`src/rtl/status_led_array.sv`:
```
// status_led_array: per-channel green/red LED pair with sticky fault blink.
// Ports: clk, rst_n, enable, dbstate/fault/fault_clr in; led_green/led_red/Y/fault_sticky out.
module status_led_array #(
  parameter int N_CH        = 4,
  parameter int DIV_W       = 16,
  parameter int BLINK_DIV   = 25000,
  parameter int FAULT_LATCH = 1
) (
  input  logic            clk,
  input  logic            rst_n,
  input  logic            enable,
  input  logic [N_CH-1:0] dbstate,
  input  logic [N_CH-1:0] fault,
  input  logic [N_CH-1:0] fault_clr,
  output logic [N_CH-1:0] led_green,
  output logic [N_CH-1:0] led_red,
  output logic [N_CH-1:0] Y,
  output logic [N_CH-1:0] fault_sticky
);

  typedef enum logic [1:0] {
    S_IDLE,
    S_RED,
    S_GREEN,
    S_FAULT
  } state_e;

  localparam logic [DIV_W-1:0] CNT_MAX = DIV_W'(BLINK_DIV - 1);

  logic [DIV_W-1:0] cnt_q, cnt_d;
  logic             blink_q, blink_d;
  logic [N_CH-1:0]  green_q, green_d;
  logic [N_CH-1:0]  red_q, red_d;
  logic [N_CH-1:0]  y_q, y_d;
  logic [N_CH-1:0]  sticky_q, sticky_d;
  state_e           state_q [N_CH];
  state_e           state_d [N_CH];

  always_comb begin
    cnt_d   = cnt_q;
    blink_d = blink_q;
    if (enable) begin
      if (cnt_q == CNT_MAX) begin
        cnt_d   = '0;
        blink_d = ~blink_q;
      end else begin
        cnt_d = cnt_q + 1'b1;
      end
    end
  end

  // Sticky flag tracks fault every cycle, even while disabled.
  always_comb begin
    if (FAULT_LATCH != 0) begin
      sticky_d = fault | (sticky_q & ~fault_clr);
    end else begin
      sticky_d = fault;
    end
  end

  // FSM sees the registered sticky flag, so a clear shows one cycle later.
  always_comb begin
    green_d = green_q;
    red_d   = red_q;
    y_d     = y_q;
    for (int i = 0; i < N_CH; i++) begin
      state_d[i] = state_q[i];
      if (enable) begin
        unique case (1'b1)
          sticky_q[i]:                 state_d[i] = S_FAULT;
          !sticky_q[i] && dbstate[i]:  state_d[i] = S_GREEN;
          default:                     state_d[i] = S_RED;
        endcase
        unique case (state_d[i])
          S_IDLE: begin
            green_d[i] = 1'b0;
            red_d[i]   = 1'b0;
            y_d[i]     = 1'b0;
          end
          S_RED: begin
            green_d[i] = 1'b0;
            red_d[i]   = 1'b1;
            y_d[i]     = 1'b0;
          end
          S_GREEN: begin
            green_d[i] = 1'b1;
            red_d[i]   = 1'b0;
            y_d[i]     = 1'b1;
          end
          S_FAULT: begin
            green_d[i] = 1'b0;
            red_d[i]   = blink_d;
            y_d[i]     = 1'b0;
          end
        endcase
      end
    end
  end

  always_ff @(posedge clk or negedge rst_n) begin
    if (!rst_n) begin
      cnt_q    <= '0;
      blink_q  <= 1'b0;
      green_q  <= '0;
      red_q    <= '0;
      y_q      <= '0;
      sticky_q <= '0;
      for (int i = 0; i < N_CH; i++) begin
        state_q[i] <= S_IDLE;
      end
    end else begin
      cnt_q    <= cnt_d;
      blink_q  <= blink_d;
      green_q  <= green_d;
      red_q    <= red_d;
      y_q      <= y_d;
      sticky_q <= sticky_d;
      for (int i = 0; i < N_CH; i++) begin
        state_q[i] <= state_d[i];
      end
    end
  end

  assign led_green    = green_q;
  assign led_red      = red_q;
  assign Y            = y_q;
  assign fault_sticky = sticky_q;

endmodule

```
`config.mk`:
```
export PLATFORM = sky130hd
export DESIGN_NAME = status_led_array
export DESIGN_NICKNAME = d
export VERILOG_FILES = /design/src/rtl/status_led_array.sv
export SDC_FILE = /design/constraint.sdc
export NUM_CORES = 1
export LEC_CHECK = 0
export CAP_MARGIN = 20
export CORE_MARGIN = 2
export CORE_UTILIZATION = 49
export DETAILED_ROUTE_END_ITERATION = 8
export PLACE_DENSITY = 0.78
export SLEW_MARGIN = 20
export SYNTH_ARGS = -nofsm -noshare
export SYNTH_HDL_FRONTEND = slang
export SYNTH_SLANG_ARGS = --single-unit
```
`constraint.sdc`:
```
create_clock -name clk -period 2.6 [get_ports clk]
set_clock_uncertainty 0.15 [all_clocks]
set_input_delay 0.65 -clock clk [delete_from_list [all_inputs] [get_ports clk]]
set_output_delay 0.65 -clock clk [all_outputs]
set_load 0.02 [all_outputs]
```
# Word level (Yosys, flattened, before mapping)
# Cells that the tools add are included.
# W data, S select, Z words.
# word_totals
ff_bits,29
word_cells,62
in_bits,15
out_inout_bits,16
# op_classes
n_eq_ne,13
n_mux,19
bitwise_logic,4
add_sub_neg,1
n_reduce_logical,20
# ops
operator,n
$add A16 B1 Y16 const B,1
$eq A16 B15 Y1 const B,1
$eq A2 B2 Y1 const B,8
$mux W16,1
$pmux W2 S2,4
$pmux W1 S3,4
$reduce_or A3 Y1,4
$eq A2 B1 Y1 const B,4
$logic_not A2 Y1,4
$mux W2,4
$pmux W1 S2,4
$reduce_or A2 Y1,4
$and A4 B4 Y4,1
$logic_and A1 B1 Y1,4
$logic_not A1 Y1,4
$not A4 Y4,1
$or A4 B4 Y4,1
$mux W1,2
$not A1 Y1,1

# Logic depth before layout (Yosys ltp)
# Gate-level depths: netlist of run 1.
# depth
word_depth,7
mapped_depth,6
depth_no_buf,5

# Least setup slack after synthesis of run 1
# Ideal clock, no wire load.
# synth_path
kind,register to register
start,register cnt_q[6]
end,register red_q[3] (netlist: led_red[3])
period_less_slack_ps,1960
t_arrival_ps,1729
path_buffers,1
stages_incl_launch_ff,6
setup_ps,80
path_slack_ps,640
required_time_ps,2370
path_cell_list,dfrtp_1 > or4b_1 > nor4_4 > buf_6 > nor2_2 > nor3_2
# synth_between
elab_chain_cells,4
# synth_lines
item,line_no,text
"start, declared",30,"logic [DIV_W-1:0] cnt_q, cnt_d;"
"start signal, assigned",112,cnt_q <= cnt_d;
$eq A16 B15 Y1,43,if (cnt_q == CNT_MAX) begin
$mux W1,43,
$mux W1,42,if (enable) begin
$pmux W1 S3,74,unique case (state_d[i])
"end signal, assigned",115,red_q <= red_d;
"end, declared",33,"logic [N_CH-1:0] red_q, red_d;"
# No other way between the ends.
# A chain may end at the register's enable or synchronous reset.

# Final worst setup path of run 1
# layout_path
start,register sticky_q[1] (netlist: fault_sticky[1])
end,output port fault_sticky[1]
# layout_lines
item,line_no,text
"start, declared",35,"logic [N_CH-1:0] sticky_q, sticky_d;"
"start signal, assigned",117,sticky_q <= sticky_d;
"end, declared",18,output logic [N_CH-1:0] fault_sticky
# No word-level cell between the ends.

==> flow_summary.json, run 1 <==
{
  "synth-seq-cells": 29,
  "insertion_delay_ns": 0.31,
  "io_buffer_count": 30,
  "power_leakage_nw": 0.785,
  "cap_violations": 0,
  "internal_power_uw": 778,
  "cpPeakStageDelay_ns": 0.64,
  "start_util_pct": 51.2,
  "path_buf_inv": 1,
  "crit_type": "reg2out",
  "power.share.clock_pct": 21.9,
  "dieHeight_um": 57.4,
  "drc": 0,
  "dp.cells": 194,
  "antenna_found_initial": 0,
  "first_pass_iters": 4,
  "tns_ns": 0,
  "die_area_um2": 3300,
  "fin_nets": 186,
  "cts_tree": "done",
  "report.final.hold_viol_count": 0,
  "ys_async_sr_fraction_pct": 100,
  "yosys.area.top_type": "dfrtp_1",
  "numCtsBuffers": 5,
  "min_period_over_period_pct": 84.0,
  "comb_power_share_pct": 25.5,
  "via_per_inst": 5.19,
  "rsz0062_at_grt": "no",
  "slowest_stage": "clkdlybuf4s50_1",
  "seqPwrFrac_pct": 52.6,
  "diodes": 0,
  "wl_per_cell_um": 13.5,
  "synth_top_area_share_pct": 51.9,
  "cts_max_level": 2,
  "cp_max_fo": 5,
  "cp.arrival_ns": 1.38,
  "synth_nets": 151,
  "p_sw_share_pct": 32.0,
  "die_w_um": 57.4,
  "period_needed_ns": 2.18,
  "cts_hold_buf": 0,
  "dpl.hpwl_mm": 2.09,
  "synth_cell_types": 28,
  "hold_path.class": "reg2reg",
  "multi_input_area_um2": 587,
  "ir_drop_mv": 0.527,
  "synth_edf_count": 0,
  "finalInstanceArea_um2": 1780,
  "io_pins": 31,
  "postCtsSetupBuffers": 0,
  "synthToLayoutAreaGrowth_pct": 27.2,
  "clk_pin_slew_ns": 0.09,
  "drt-initial-drc-count": 12,
  "grt_first_pass_wirelength_mm": 4.76,
  "cts_resized": 0,
  "row_count": 19,
  "syn_area_per_cell_um2": 10.4,
  "drive_above_1_share_pct": 11.1,
  "totalPowerFinal_mw": 1.14,
  "path_delay_family": "buffers and inverters",
  "yosysSeqAreaShare_pct": 51.9,
  "route.vias.total": 1048,
  "ant_nets": 0,
  "setup_ws_ns": 0.416,
  "filler_cell_count": 222,
  "maxSlewViolCount": 0,
  "gp_congestion": 0.874,
  "worstSetupStartpointType": "register",
  "status": "finished clean",
  "yosys_warnings": 0,
  "place_area_um2": 1730,
  "max_freq_mhz": 458,
  "crit_chain": "clkdlybuf4s50_1",
  "synth_ff_type": "dfrtp_1",
  "seq_area_um2": 726,
  "cts_buffer_depth": 2,
  "grt_max_degree": 30,
  "synth_area_um2": 1400,
  "p_switching_uw": 366,
  "powerDensity_nw_per_um2": 643,
  "syn_inst": 135,
  "track_usage_pct": 18.8,
  "core-area_um2": 2730,
  "gr-total-overflow": 0,
  "setup_viol": 0,
  "slew_headroom_pct": 67.6,
  "stdcell_count": 202,
  "drt-total-wl_mm": 2.73,
  "synthTopCellsByArea": "dfrtp_1, xnor2_1, o21ai_0",
  "clock_sinks": 29,
  "dp_slack_ns": 0.228,
  "required_ns": 1.80,
  "grt_pass1_vias": 1043,
  "end_kind": "primary output",
  "worst_pin_slew_ns": 0.482,
  "cts_root_buffer": "clkbuf_4"
}
power by group through the flow:
stage / logic (mW) / registers, mW / clock network (mW)
2_1_floorplan: 0.174 / 0.611 / 0
3_3_place_gp: 0.287 / 0.607 / 0
3_5_place_dp: 0.295 / 0.610 / 0
4_1_cts: 0.295 / 0.601 / 0.254
5_1_grt: 0.325 / 0.617 / 0.278
6_report: 0.292 / 0.602 / 0.250
synth_stat cells (4+ instances only):
| cell | count |
|---|---|
| a21o_1 | 4 |
| and4_2 | 4 |
| buf_4 | 4 |
| dfrtp_1 | 29 |
| inv_1 | 9 |
| nand2_1 | 8 |
| nand3_1 | 6 |
| nand3b_1 | 4 |
| nand4_1 | 7 |
| nor2_1 | 12 |
| nor3_1 | 6 |
| o21ai_0 | 9 |
| xnor2_1 | 11 |
| xor2_1 | 4 |
placed cells by master (no fill, tap or decap):
| cell | Yosys | routed |
|---|---|---|
| a21o_1 | 4 | 4 |
| a21oi_1 | 1 | 1 |
| and4_2 | 4 | 4 |
| buf_4 | 4 | 6 |
| clkbuf_1 | 3 | 3 |
| clkbuf_4 | 0 | 5 |
| clkdlybuf4s50_1 | 0 | 30 |
| dfrtp_1 | 29 | 29 |
| ha_1 | 1 | 1 |
| inv_1 | 9 | 9 |
| mux2i_1 | 1 | 1 |
| nand2_1 | 8 | 8 |
| nand3_1 | 6 | 6 |
| nand3b_1 | 4 | 4 |
| nand4_1 | 7 | 7 |
| nand4bb_1 | 1 | 1 |
| nor2_1 | 12 | 12 |
| nor2_2 | 1 | 1 |
| nor2b_1 | 1 | 1 |
| nor3_1 | 6 | 6 |
| nor3_2 | 1 | 1 |
| nor4_1 | 3 | 3 |
| nor4_4 | 1 | 1 |
| o21ai_0 | 9 | 9 |
| or3_1 | 1 | 1 |
| or4b_1 | 1 | 1 |
| or4b_4 | 1 | 1 |
| xnor2_1 | 11 | 11 |
| xor2_1 | 4 | 4 |
state kept, by name (all words and copies together), names as in the netlist:
name	flops
Y	4
blink_q	1
cnt_q	16
led_red	4
fault_sticky	4
worst register-to-register path: cells and delay by family (launching register included):
family,cells,cell delay (ns)
flip-flops,1,0.44
buffers and inverters,1,0.21
AND/OR/NAND/NOR,4,1.26
kinds of logic after synthesis:
family	after synthesis	share of synthesized area, %
simple gates	58	25.2
flops	29	51.9
buf+inv	17	6.17
xor+xnor	15	9.39
compound gates	14	5.72
mux	1	0.716
fa+ha+maj	1	0.894
through the flow:
step | util, % | hold WS [ns]
floorplan | - | 0.204
global placement | 63.3 | 0.329
detailed placement | 63.3 | 0.326
CTS | 65.1 | 0.341
global route | 65.1 | 0.395
finish | 65.1 | 0.338
cell type report:
type	instances	area share [%]
clock buffer	8	2.74
inverter	9	1.90
multi-input combinational	89	33.0
sequential	29	40.8
tap	31	2.18
timing repair buffer	36	19.4
final timing paths:
| check | startpoint | to | slack [ns] | cells past startpoint |
|---|---|---|---|---|
| min in group asynchronous | rst_n | cnt_q[14]$_DFFE_PN0P_ | 0.56 | 2 |
| min reg2reg | cnt_q[15]$_DFFE_PN0P_ | cnt_q[15]$_DFFE_PN0P_ | 0.34 | 1 |
| max in group asynchronous | rst_n | cnt_q[4]$_DFFE_PN0P_ | 1.47 | 2 |
| max reg2reg | cnt_q[6]$_DFFE_PN0P_ | led_red[3]$_DFFE_PN0P_ | 0.47 | 5 |
| min | cnt_q[15]$_DFFE_PN0P_ | cnt_q[15]$_DFFE_PN0P_ | 0.34 | 1 |
| max | fault_sticky[1]$_DFF_PN0_ | fault_sticky[1] | 0.42 | 1 |
layer usage:
layer | part of all wire, % | wire length (um) | vias to the layer above | global-route usage [%]
met2 | 46 | 1270 | 19 | 27.6
met1 | 48 | 1320 | 490 | 26.9
met4 | 1.2 | 32 | 0 | 4.98
met3 | 4.0 | 108 | 5 | 6.12
li1 | - | - | 534 | -
met5 | 0 | 0 | - | 0
No activity file was read; power rests on OpenSTA's default activity.
==> run 2: changes to the inputs <==
- clock period: 2.6 -> 2.06 ns (I/O delays scaled with it)
==> flow_summary.json, run 2 (synthesis results as in run 1) <==
{
  "cp_max_fo": 5,
  "grt_max_degree": 30,
  "critPathCapture": "led_red[2]$_DFFE_PN0P_",
  "start_util_pct": 51.2,
  "wl_met2_mm": 1.55,
  "cts_root_buffer": "clkbuf_4",
  "fin_nets": 199,
  "synthToLayoutAreaGrowth_pct": 35.8,
  "status": "finished, violations left",
  "power_leakage_nw": 0.878,
  "drt-initial-drc-count": 42,
  "max_freq_mhz": 483,
  "numCtsBuffers": 5,
  "routed.top_layer": "met4",
  "mostFrequentLayoutCells": "dfrtp_1, clkdlybuf4s50_1, buf_4, nor2_1, xnor2_1",
  "seqPwrFrac_pct": 48.4,
  "p_sw_share_pct": 32.6,
  "worst_pin_slew_ns": 0.427,
  "r2r_end": "led_red[2]$_DFFE_PN0P_",
  "layout_commonest_cell": "dfrtp_1",
  "insertion_delay_ns": 0.32,
  "grt_pass1_vias": 1162,
  "worstSetupStartpointType": "register",
  "row_count": 19,
  "fin_util_pct": 69.5,
  "gp_congestion": 0.815,
  "largest_register_ffs": 16,
  "worstRegToRegCells": 5,
  "p_switching_uw": 499,
  "setup_ws_ns": -0.0104,
  "cpPeakStageDelay_ns": 0.57,
  "dieHeight_um": 57.4,
  "violations": "negative setup slack",
  "report.final.hold_viol_count": 0,
  "antenna_found_initial": 0,
  "tns_ns": -0.0104,
  "regToRegSetupSlack_ns": -0.01,
  "clk_pin_slew_ns": 0.09,
  "dp.cells": 203,
  "min_period_over_period_pct": 101,
  "r2r-start": "cnt_q[6]$_DFFE_PN0P_",
  "hold_path.class": "reg2reg",
  "cp.arrival_ns": 2.13,
  "die_area_um2": 3300,
  "finalInstanceArea_um2": 1900,
  "required_ns": 2.12,
  "cts_max_level": 2,
  "core-area_um2": 2730,
  "top_register": "cnt_q",
  "wl_met3_um": 104,
  "io_buffer_count": 30,
  "ant_nets": 0,
  "dpl.hpwl_mm": 2.29,
  "crit_chain": "or4b_4 > nor4_4 > buf_4 > and4_4 > nor3_2",
  "via_per_inst": 5.33,
  "io_pins": 31,
  "maxSlewViolCount": 0,
  "drive_above_1_share_pct": 19.0,
  "diodes": 0,
  "first_pass_iters": 4,
  "cts_tree": "done",
  "die_w_um": 57.4,
  "cts_hold_buf": 0,
  "comb_power_share_pct": 30.5,
  "place_area_um2": 1800,
  "route.vias.total": 1146,
  "cp-startpoint": "cnt_q[6]$_DFFE_PN0P_",
  "drt-total-wl_mm": 3.20,
  "cts_buffer_depth": 2,
  "end_kind": "register",
  "rsz0062_at_grt": "yes",
  "wl_met1_mm": 1.48,
  "crit_type": "reg2reg",
  "wl_per_cell_um": 14.9,
  "clock_sinks": 29,
  "gr-total-overflow": 0,
  "cp_num_cells": 5,
  "dp_slack_ns": -0.123,
  "path_delay_family": "simple AND/OR/NAND/NOR gates",
  "cap_violations": 0,
  "drc": 0,
  "ir_drop_mv": 0.605,
  "grt_first_pass_wirelength_mm": 5.29,
  "powerDensity_nw_per_um2": 805,
  "power.share.clock_pct": 21.1,
  "period_needed_ns": 2.07,
  "track_usage_pct": 21.4,
  "slew_headroom_pct": 71.2,
  "stdcell_count": 215,
  "internal_power_mw": 1.03,
  "slowest_stage": "or4b_4",
  "path_buf_inv": 1,
  "setup_viol": 1
}
==> run 2: final cells by class <==
cell class / instances / area (um2)
clock buffers: 8 / 48.8
fillers: 207 / 835
inverters: 9 / 33.8
multi-input cells: 89 / 603
flip-flops and latches: 29 / 726
well taps: 31 / 38.8
repair buffers: 49 / 449
==> run 2: through the flow <==
stage | power, mW | hold WS [ns]
5_1_grt | 1.62 | 0.381
3_5_place_dp | 1.19 | 0.348
6_report | 1.53 | 0.362
3_3_place_gp | 1.17 | 0.331
2_1_floorplan | 0.990 | 0.0694
4_1_cts | 1.52 | 0.358
==> run 2: worst register-to-register path, delay by kind of cell, from the launching register on <==
kind | cells | cell delay, ns
DFF | 1 | 0.39
buffers and inverters | 1 | 0.18
and+or+nand+nor | 4 | 1.24
==> run 2: worst min path at each step <==
stage                          startpoint               endpoint  slack (ns)  cells past startpoint
finish              cnt_q[15]$_DFFE_PN0P_  cnt_q[15]$_DFFE_PN0P_        0.36                      1
global route        cnt_q[15]$_DFFE_PN0P_  cnt_q[15]$_DFFE_PN0P_        0.38                      1
CTS                 cnt_q[15]$_DFFE_PN0P_  cnt_q[15]$_DFFE_PN0P_        0.36                      1
detailed placement  cnt_q[15]$_DFFE_PN0P_  cnt_q[15]$_DFFE_PN0P_        0.35                      1
global placement    cnt_q[15]$_DFFE_PN0P_  cnt_q[15]$_DFFE_PN0P_        0.33                      1
floorplan                           rst_n       Y[0]$_DFFE_PN0P_        0.07                      0
==> run 2: repair_timing <==
action | CTS | global route
setup buffers | 0 | 4
endpoints found under the setup margin | 1 | 15
gates resized for setup | 1 | 8
pin swaps | 0 | 2
==> run 2: power groups by stage <==
stage	combinational, mW	sequential (mW)	clock, mW
floorplan	0.219	0.771	0
global placement	0.432	0.738	0
detailed placement	0.445	0.747	0
CTS	0.453	0.737	0.328
global route	0.511	0.752	0.354
finish	0.466	0.740	0.322
==> run 2: per-layer routing <==
metal  vias up  GRT usage [%]
met3         9           5.44
met4         0           9.97
met2        31           32.1
met5         -              0
met1       541           29.1
li1        565              -
==> run 3: changes to the inputs <==
- SETUP_SLACK_MARGIN: not set -> 0.1
==> flow_summary.json, run 3 (synthesis results as in run 1) <==
{
  "min_period_over_period_pct": 99.6,
  "first_pass_iters": 4,
  "rsz0062_at_grt": "yes",
  "wl_met2_mm": 1.57,
  "maxSlewViolCount": 0,
  "min_path_cells": 1,
  "totalPowerFinal_mw": 1.54,
  "grt_pass1_vias": 1161,
  "clk_pin_slew_ns": 0.09,
  "io_pins": 31,
  "setup_ws_ns": 0.00833,
  "drt-initial-drc-count": 28,
  "cts_root_buffer": "clkbuf_4",
  "cap_violations": 0,
  "track_usage_pct": 21.5,
  "dieHeight_um": 57.4,
  "top_register": "cnt_q",
  "wl_met1_mm": 1.42,
  "row_count": 19,
  "grt_first_pass_wirelength_mm": 5.33,
  "crit_type": "reg2reg",
  "slowest_stage": "or4b_4",
  "cp_max_fo": 5,
  "cts_tree": "done",
  "regToRegSetupSlack_ns": 0.008,
  "start_util_pct": 51.2,
  "power_leakage_nw": 0.918,
  "worstRegToRegCells": 5,
  "filler_cell_count": 206,
  "drive_above_1_share_pct": 21.1,
  "holdPathEnd": "cnt_q[15]$_DFFE_PN0P_",
  "grt_max_degree": 30,
  "end_kind": "register",
  "antenna_found_initial": 0,
  "period_needed_ns": 2.05,
  "dpl.hpwl_mm": 2.29,
  "via_per_inst": 5.37,
  "r2r_end": "led_red[2]$_DFFE_PN0P_",
  "report.final.hold_viol_count": 0,
  "wl_per_cell_um": 14.9,
  "hold_path.class": "reg2reg",
  "dp.cells": 203,
  "diodes": 0,
  "drt-total-wl_mm": 3.22,
  "core-area_um2": 2730,
  "stdcell_count": 216,
  "ir_drop_mv": 0.606,
  "path_buf_inv": 1,
  "max_freq_mhz": 487,
  "worst_pin_slew_ns": 0.361,
  "numCtsBuffers": 5,
  "status": "finished clean",
  "route.vias.total": 1159,
  "fin_nets": 200,
  "worstSetupStartpointType": "register",
  "slew_headroom_pct": 75.7,
  "min-delay-start": "cnt_q[15]$_DFFE_PN0P_",
  "insertion_delay_ns": 0.32,
  "mostFrequentLayoutCells": "dfrtp_1, buf_4, clkdlybuf4s50_1, dlygate4sd2_1, xnor2_1",
  "routed.top_layer": "met4",
  "powerDensity_nw_per_um2": 803,
  "io_buffer_count": 30,
  "gp_congestion": 0.815,
  "dp_slack_ns": -0.123,
  "tns_ns": 0,
  "finalInstanceArea_um2": 1910,
  "cpPeakStageDelay_ns": 0.56,
  "die_w_um": 57.4,
  "cts_buffer_depth": 2,
  "crit_chain": "or4b_4 > nor4_4 > buf_4 > and4_4 > nor3_2",
  "setup_viol": 0,
  "synthToLayoutAreaGrowth_pct": 36.8,
  "place_area_um2": 1800,
  "clock_sinks": 29,
  "largest_register_ffs": 16,
  "r2r-start": "cnt_q[12]$_DFFE_PN0P_",
  "gr-total-overflow": 0,
  "layout_commonest_cell": "dfrtp_1",
  "ant_nets": 0,
  "path_delay_family": "simple AND/OR/NAND/NOR gates",
  "wl_met3_um": 156,
  "drc": 0,
  "required_ns": 2.13,
  "cp.arrival_ns": 2.12,
  "cts_max_level": 2,
  "die_area_um2": 3300,
  "cts_hold_buf": 0
}
[run 3: cell count changes in the layout (fill, tap and decap cells not counted), sizes merged]
cell and delta:
buf +1, clkdlybuf4s50 -12, dlygate4sd2 +13, dlymetal6s2s -1
[run 3: metal layers]
metal | vias to the layer above | global-route usage [%]
met1 | 552 | 29.6
li1 | 566 | -
met3 | 10 | 5.44
met4 | 0 | 9.97
met5 | - | 0
met2 | 31 | 32.1
[run 3: metrics by stage]
stage / hold slack [ns] / utilization, %
floorplan: 0.0694 / -
global placement: 0.331 / 65.8
detailed placement: 0.348 / 65.8
CTS: 0.358 / 67.0
global route: 0.381 / 70.0
finish: 0.357 / 70.0
[run 3: power by group]
| part | internal (mW) | switching, mW |
|---|---|---|
| logic | 0.233 | 0.242 |
| registers | 0.655 | 0.0836 |
| clock network | 0.136 | 0.187 |
| total | 1.02 | 0.512 |
[run 3: layout make-up]
class	instances	area, um2	share of cell area [%]
tap	31	38.8	2.03
inverter	9	33.8	1.77
clock buffer	8	48.8	2.55
multi-input combinational	89	624	32.6
timing repair buffer	50	442	23.1
sequential	29	726	37.9
[run 3: repair_timing]
| action | in CTS | in global routing |
|---|---|---|
| setup endpoints to repair | 18 | 16 |
| pin swaps | 9 | 5 |
| hold endpoints to repair | 0 | 0 |
| resized for setup | 15 | 12 |
| buffers inserted | 0 | 5 |
[run 3: worst max path at each step]
stage / startpoint / endpoint / slack, ns / cells after the start
global placement: enable / led_red[0]$_DFFE_PN0P_ / -0.03 / 6
global route: cnt_q[12]$_DFFE_PN0P_ / led_red[2]$_DFFE_PN0P_ / -0.05 / 5
floorplan: cnt_q[6]$_DFFE_PN0P_ / led_red[3]$_DFFE_PN0P_ / 0.10 / 5
detailed placement: enable / cnt_q[15]$_DFFE_PN0P_ / -0.12 / 5
finish: cnt_q[12]$_DFFE_PN0P_ / led_red[2]$_DFFE_PN0P_ / 0.008 / 5
CTS: cnt_q[10]$_DFFE_PN0P_ / led_red[0]$_DFFE_PN0P_ / 0.06 / 5
==> edit 1, RTL diff (config.mk and constraints of run 2) <==
Set the parameter `FAULT_LATCH` to 0 (it was 1).
--- a/src/rtl/status_led_array.sv
+++ b/src/rtl/status_led_array.sv
@@ -6,3 +6,3 @@
   parameter int BLINK_DIV   = 25000,
-  parameter int FAULT_LATCH = 1
+  parameter int FAULT_LATCH = 0
 ) (
Check against the original RTL: not equivalent (a bounded check fails within 4 cycles, from zero or initial values and one cycle with rst_n low).
==> edit 1 against run 2 <==
Wire length decreased by 19%; sequential cell count is the same; power fell by 5.5%; setup slack gained 0.052 ns; count of clock-buffer cells in the layout down 1; area after synthesis down 3.4%; cell area decreased by 7.4%; first-iteration DRC count fell by 14%; critical path depth fell by 4; sequential share of layout area increased by 3.0 points; largest cell class unchanged.
==> edit 1: results (changes against run 2) <==
INFO  synth          multiplexer_share_of_the_synthesized_area=0.007407 [+0.0002518]
INFO  setup_path     rr_startpoint=cnt_q[0]
INFO  synth          yosys.cell_types.count=33 [+18%]
INFO  setup_path     critical-path-slowest-cell=sky130_fd_sc_hd__clkdlybuf4s50_1
INFO  clock_network  level_count_of_the_clock_h_tree=2 [unchanged]
INFO  grt            grt_usage=0.1819 [-0.03204]
INFO  run_status     run_status=finished clean
INFO  power          irDropWorstVdd=0.8073mV [+34%]
INFO  detailed_routing vias=1,041 [-9.2%]
INFO  final_layout   largest_register=cnt_q
INFO  setup_path     cpPeakStageDelay=0.62ns [+0.05 ns]
INFO  place          port-buffer-count=26 [-13%]
INFO  sta            relSlewSlack=0.7625 [+0.05000]
INFO  place          preCtsSetupSlack=-0.1346ns [-0.01164 ns]
INFO  power          total_leakage_power=0.8304nW [-5.4%]
INFO  final_layout   layout-drive-gt1-share=0.1718 [-0.01844]
INFO  synth          synth_sequential_area_ratio=0.5370 [+0.01825]
INFO  synth          synth_top_cells_by_area=sky130_fd_sc_hd__dfrtp_1, sky130_fd_sc_hd__xor2_1, sky130_fd_sc_hd__o21ai_0, sky130_fd_sc_hd__and3_1, sky130_fd_sc_hd__xnor2_1
INFO  setup_path     worst_path_dominant_cell_family=buffers and inverters
INFO  setup_path     worstPathArrival=1.35ns [-0.78 ns]
INFO  synth          synthXorXnorAreaFrac=0.09630 [+0.002379]
INFO  setup_path     worst_setup_path_startpoint=fault_sticky[0]
INFO  grt            grt_pass1_wl=4485um [-15%]
INFO  synth          synth-compound-area-share=0.08611 [+0.02887]
INFO  synth          synth_fp_nets=141 [-6.6%]
INFO  synth          synthTopCellsByCount=sky130_fd_sc_hd__dfrtp_1, sky130_fd_sc_hd__nand2_1, sky130_fd_sc_hd__o21ai_0
INFO  synth          asyncSetResetFlopFracSynth=1.000 [unchanged]
INFO  place          dp.final_hpwl=1908um [-17%]
INFO  synth          synth_adder_area_share=0.009259 [+0.0003147]
==> edit 1: cell types whose count changed after synthesis, sizes merged, moves of 4 or more <==
cell / change
a211oi: +4
a21o: -4
a21oi: +5
and3: +8
inv: -4
nor2: -5
nor3: -4
xnor2: -6
xor2: +5
==> edit 1: final cells by class <==
class	instances	area [um^2]
timing repair buffer	37	347.8
clock buffer	7	65.06
inverter	5	18.77
tap	31	38.79
multi-input combinational	84	558.0
sequential	29	725.7
fill	220	927.1
clock inverter	1	5.005
==> edit 1: worst paths after layout <==
path                       depth (start not counted)               to  slack, ns
max                                                1  fault_sticky[0]       0.04
min                                                1        cnt_q[15]       0.33
max reg2reg                                        6       led_red[2]       0.27
min reg2reg                                        1        cnt_q[15]       0.33
max in group asynchronous                          2  fault_sticky[2]       1.10
min in group asynchronous                          2         cnt_q[5]       0.40
==> edit 1: stage by stage <==
step | TNS (ns) | instances | area, um^2 | power [mW]
final | 0 | 194 | 1759 | 1.444
after global routing | 0 | 194 | 1759 | 1.519
after CTS | 0 | 194 | 1754 | 1.463
after detailed placement | -0.8680 | 186 | 1684 | 1.067
after global placement | -0.7391 | 186 | 1684 | 1.046
after floorplan | 0 | 125 | 1351 | 0.9364
==> edit 1: routing by layer <==
layer | track usage | part of all wire | wire length (um)
met2 | 0.2990 | 0.49 | 1264
met3 | 0.05069 | 0.054 | 141
met5 | 0 | 0 | 0
met1 | 0.2124 | 0.44 | 1144
met4 | 0.1020 | 0.018 | 48
==> edit 1: power by group <==
group | switching (mW) | internal [mW]
logic | 0.136 | 0.159
registers | 0.102 | 0.655
clock network | 0.195 | 0.197
total | 0.432 | 1.01
==> edit 1: repair_timing <==
action / 4_1_cts / 5_1_grt
hold buffers: 0 / 0
hold endpoints to repair: 0 / 0
resized for setup: 0 / 2
endpoints found under the setup margin: 0 / 2
==> edit 2, RTL diff (settings of run 2) <==
Made on the original files. `y_q` no longer has a reset.
--- a/src/rtl/status_led_array.sv
+++ b/src/rtl/status_led_array.sv
@@ -105,3 +105,2 @@
       red_q    <= '0;
-      y_q      <= '0;
       sticky_q <= '0;
@@ -115,3 +114,2 @@
       red_q    <= red_d;
-      y_q      <= y_d;
       sticky_q <= sticky_d;
@@ -121,2 +119,6 @@
     end
+  end
+
+  always_ff @(posedge clk) begin
+    y_q <= y_d;
   end
Behaviour: not the same (Yosys sat finds a counterexample within 4 cycles, from zero or initial values and one cycle with rst_n low).
==> edit 2 against run 2 <==
Area after synthesis is 7.7% higher; combinational power is 27% lower; power is 4.9% higher; die area is 7.1% higher; maximum frequency is 4.0% higher; sequential cell count is 4 higher; hold slack worse by 0.025 ns; setup slack better by 0.080 ns; sequential share of layout area is 5.2 points higher; cell area is 2.7% higher; first-iteration DRC count is 12% higher; wire length is 7.2% lower.
==> edit 2: results (changes against run 2) <==
INFO  setup_path     cpPeakStageDelay=0.61ns [+0.04 ns]
INFO  setup_path     worst_path_dominant_cell_family=buffers and inverters
INFO  synth          synth_fp_nets=155 [+2.6%]
INFO  final_layout   nets=197 [-1.0%]
INFO  detailed_routing detailedRoute.firstIterationViolations=47 [+12%]
INFO  place          dpl.cell_count=207 [+2.0%]
INFO  setup_path     worst_reg2reg_setup_slack=0.23ns [+0.24 ns]
INFO  grt            grt_usage=0.2026 [-0.01136]
INFO  setup_path     worstPathMaxFanout=2 [-3]
INFO  synth          synthTopCellsByCount=sky130_fd_sc_hd__dfrtp_1, sky130_fd_sc_hd__nand2_1, sky130_fd_sc_hd__nor2_1
INFO  place          gp_routability_congestion=0.8751 [+7.3%]
INFO  setup_path     rr_startpoint=cnt_q[0]
INFO  final_layout   layout-drive-gt1-share=0.1209 [-0.06934]
INFO  synth          asyncSetResetFlopFracSynth=0.8788 [-0.1212]
INFO  run_status     run_status=finished clean
INFO  setup_path     r2r_end=cnt_q[12]
INFO  synth          synth_top_cells_by_area=sky130_fd_sc_hd__dfrtp_1, sky130_fd_sc_hd__edfxtp_1, sky130_fd_sc_hd__xnor2_1, sky130_fd_sc_hd__xor2_1, sky130_fd_sc_hd__nand2_1
INFO  place          preCtsSetupSlack=-0.1823ns [-0.05930 ns]
INFO  sta            fin_worst_hold_slack=0.3369ns [-0.02531 ns]
INFO  synth          synth_sequential_area_ratio=0.5615 [+0.04268]
INFO  synth          syn_inst_count=139 [+3.0%]
INFO  power          irDropWorstVdd=0.5050mV [-16%]
INFO  grt            grt_pass1_wl=5175um [-2.1%]
INFO  detailed_routing routed_wirelength=2967um [-7.2%]
INFO  place          dp.final_hpwl=2284um [-0.16%]
INFO  setup_path     critical-path-slowest-cell=sky130_fd_sc_hd__clkdlybuf4s50_1
INFO  synth          synth-edff-count=4 [+4]
==> edit 2: logic make-up after synthesis <==
kind of cell	after synthesis	share of synthesized area
simple gates	55	0.2060
flops	33	0.5615
compound gates	20	0.07974
xor+xnor	16	0.09801
buf+inv	13	0.03987
mux	1	0.006645
fa+ha+maj	1	0.008304
==> edit 2: per-stage QoR <==
stage | cell area, um^2 | util
after detailed placement | 1886 | 0.6332
after CTS | 1951 | 0.6550
after global placement | 1886 | 0.6332
after global routing | 1951 | 0.6550
final | 1951 | 0.6550
after floorplan | 1506 | -
==> edit 2: final cells by class <==
| cell class | count | area (um^2) |
|---|---|---|
| flip-flops and latches | 33 | 845.8 |
| inverters | 10 | 37.54 |
| multi-input cells | 93 | 600.6 |
| fillers | 250 | 1027 |
| clock buffers | 7 | 65.06 |
| repair buffers | 38 | 355.3 |
| clock inverters | 1 | 5.005 |
| well taps | 33 | 41.29 |
==> edit 2: routing by layer <==
metal	global-route usage	vias up	share of wire
met5	0	-	0
met4	0.1169	0	0.025
met3	0.04585	7	0.030
met2	0.3124	21	0.48
met1	0.2611	554	0.46
li1	-	557	-
==> edit 2: worst max path at each step <==
stage	cells after the start	to	slack, ns	startpoint
after CTS	1	led_green[0]	0.04	led_green[0]
after global routing	1	led_green[0]	0.02	led_green[0]
final	1	led_green[0]	0.07	led_green[0]
after global placement	7	cnt_q[13]	-0.14	enable
after floorplan	5	blink_q	0.23	cnt_q[3]
after detailed placement	7	cnt_q[13]	-0.18	enable
==> edit 2: power breakdown <==
part | switching [mW] | internal (mW) | total, mW
sequential | 0.107 | 0.751 | 0.858
combinational | 0.157 | 0.182 | 0.340
clock | 0.207 | 0.198 | 0.405
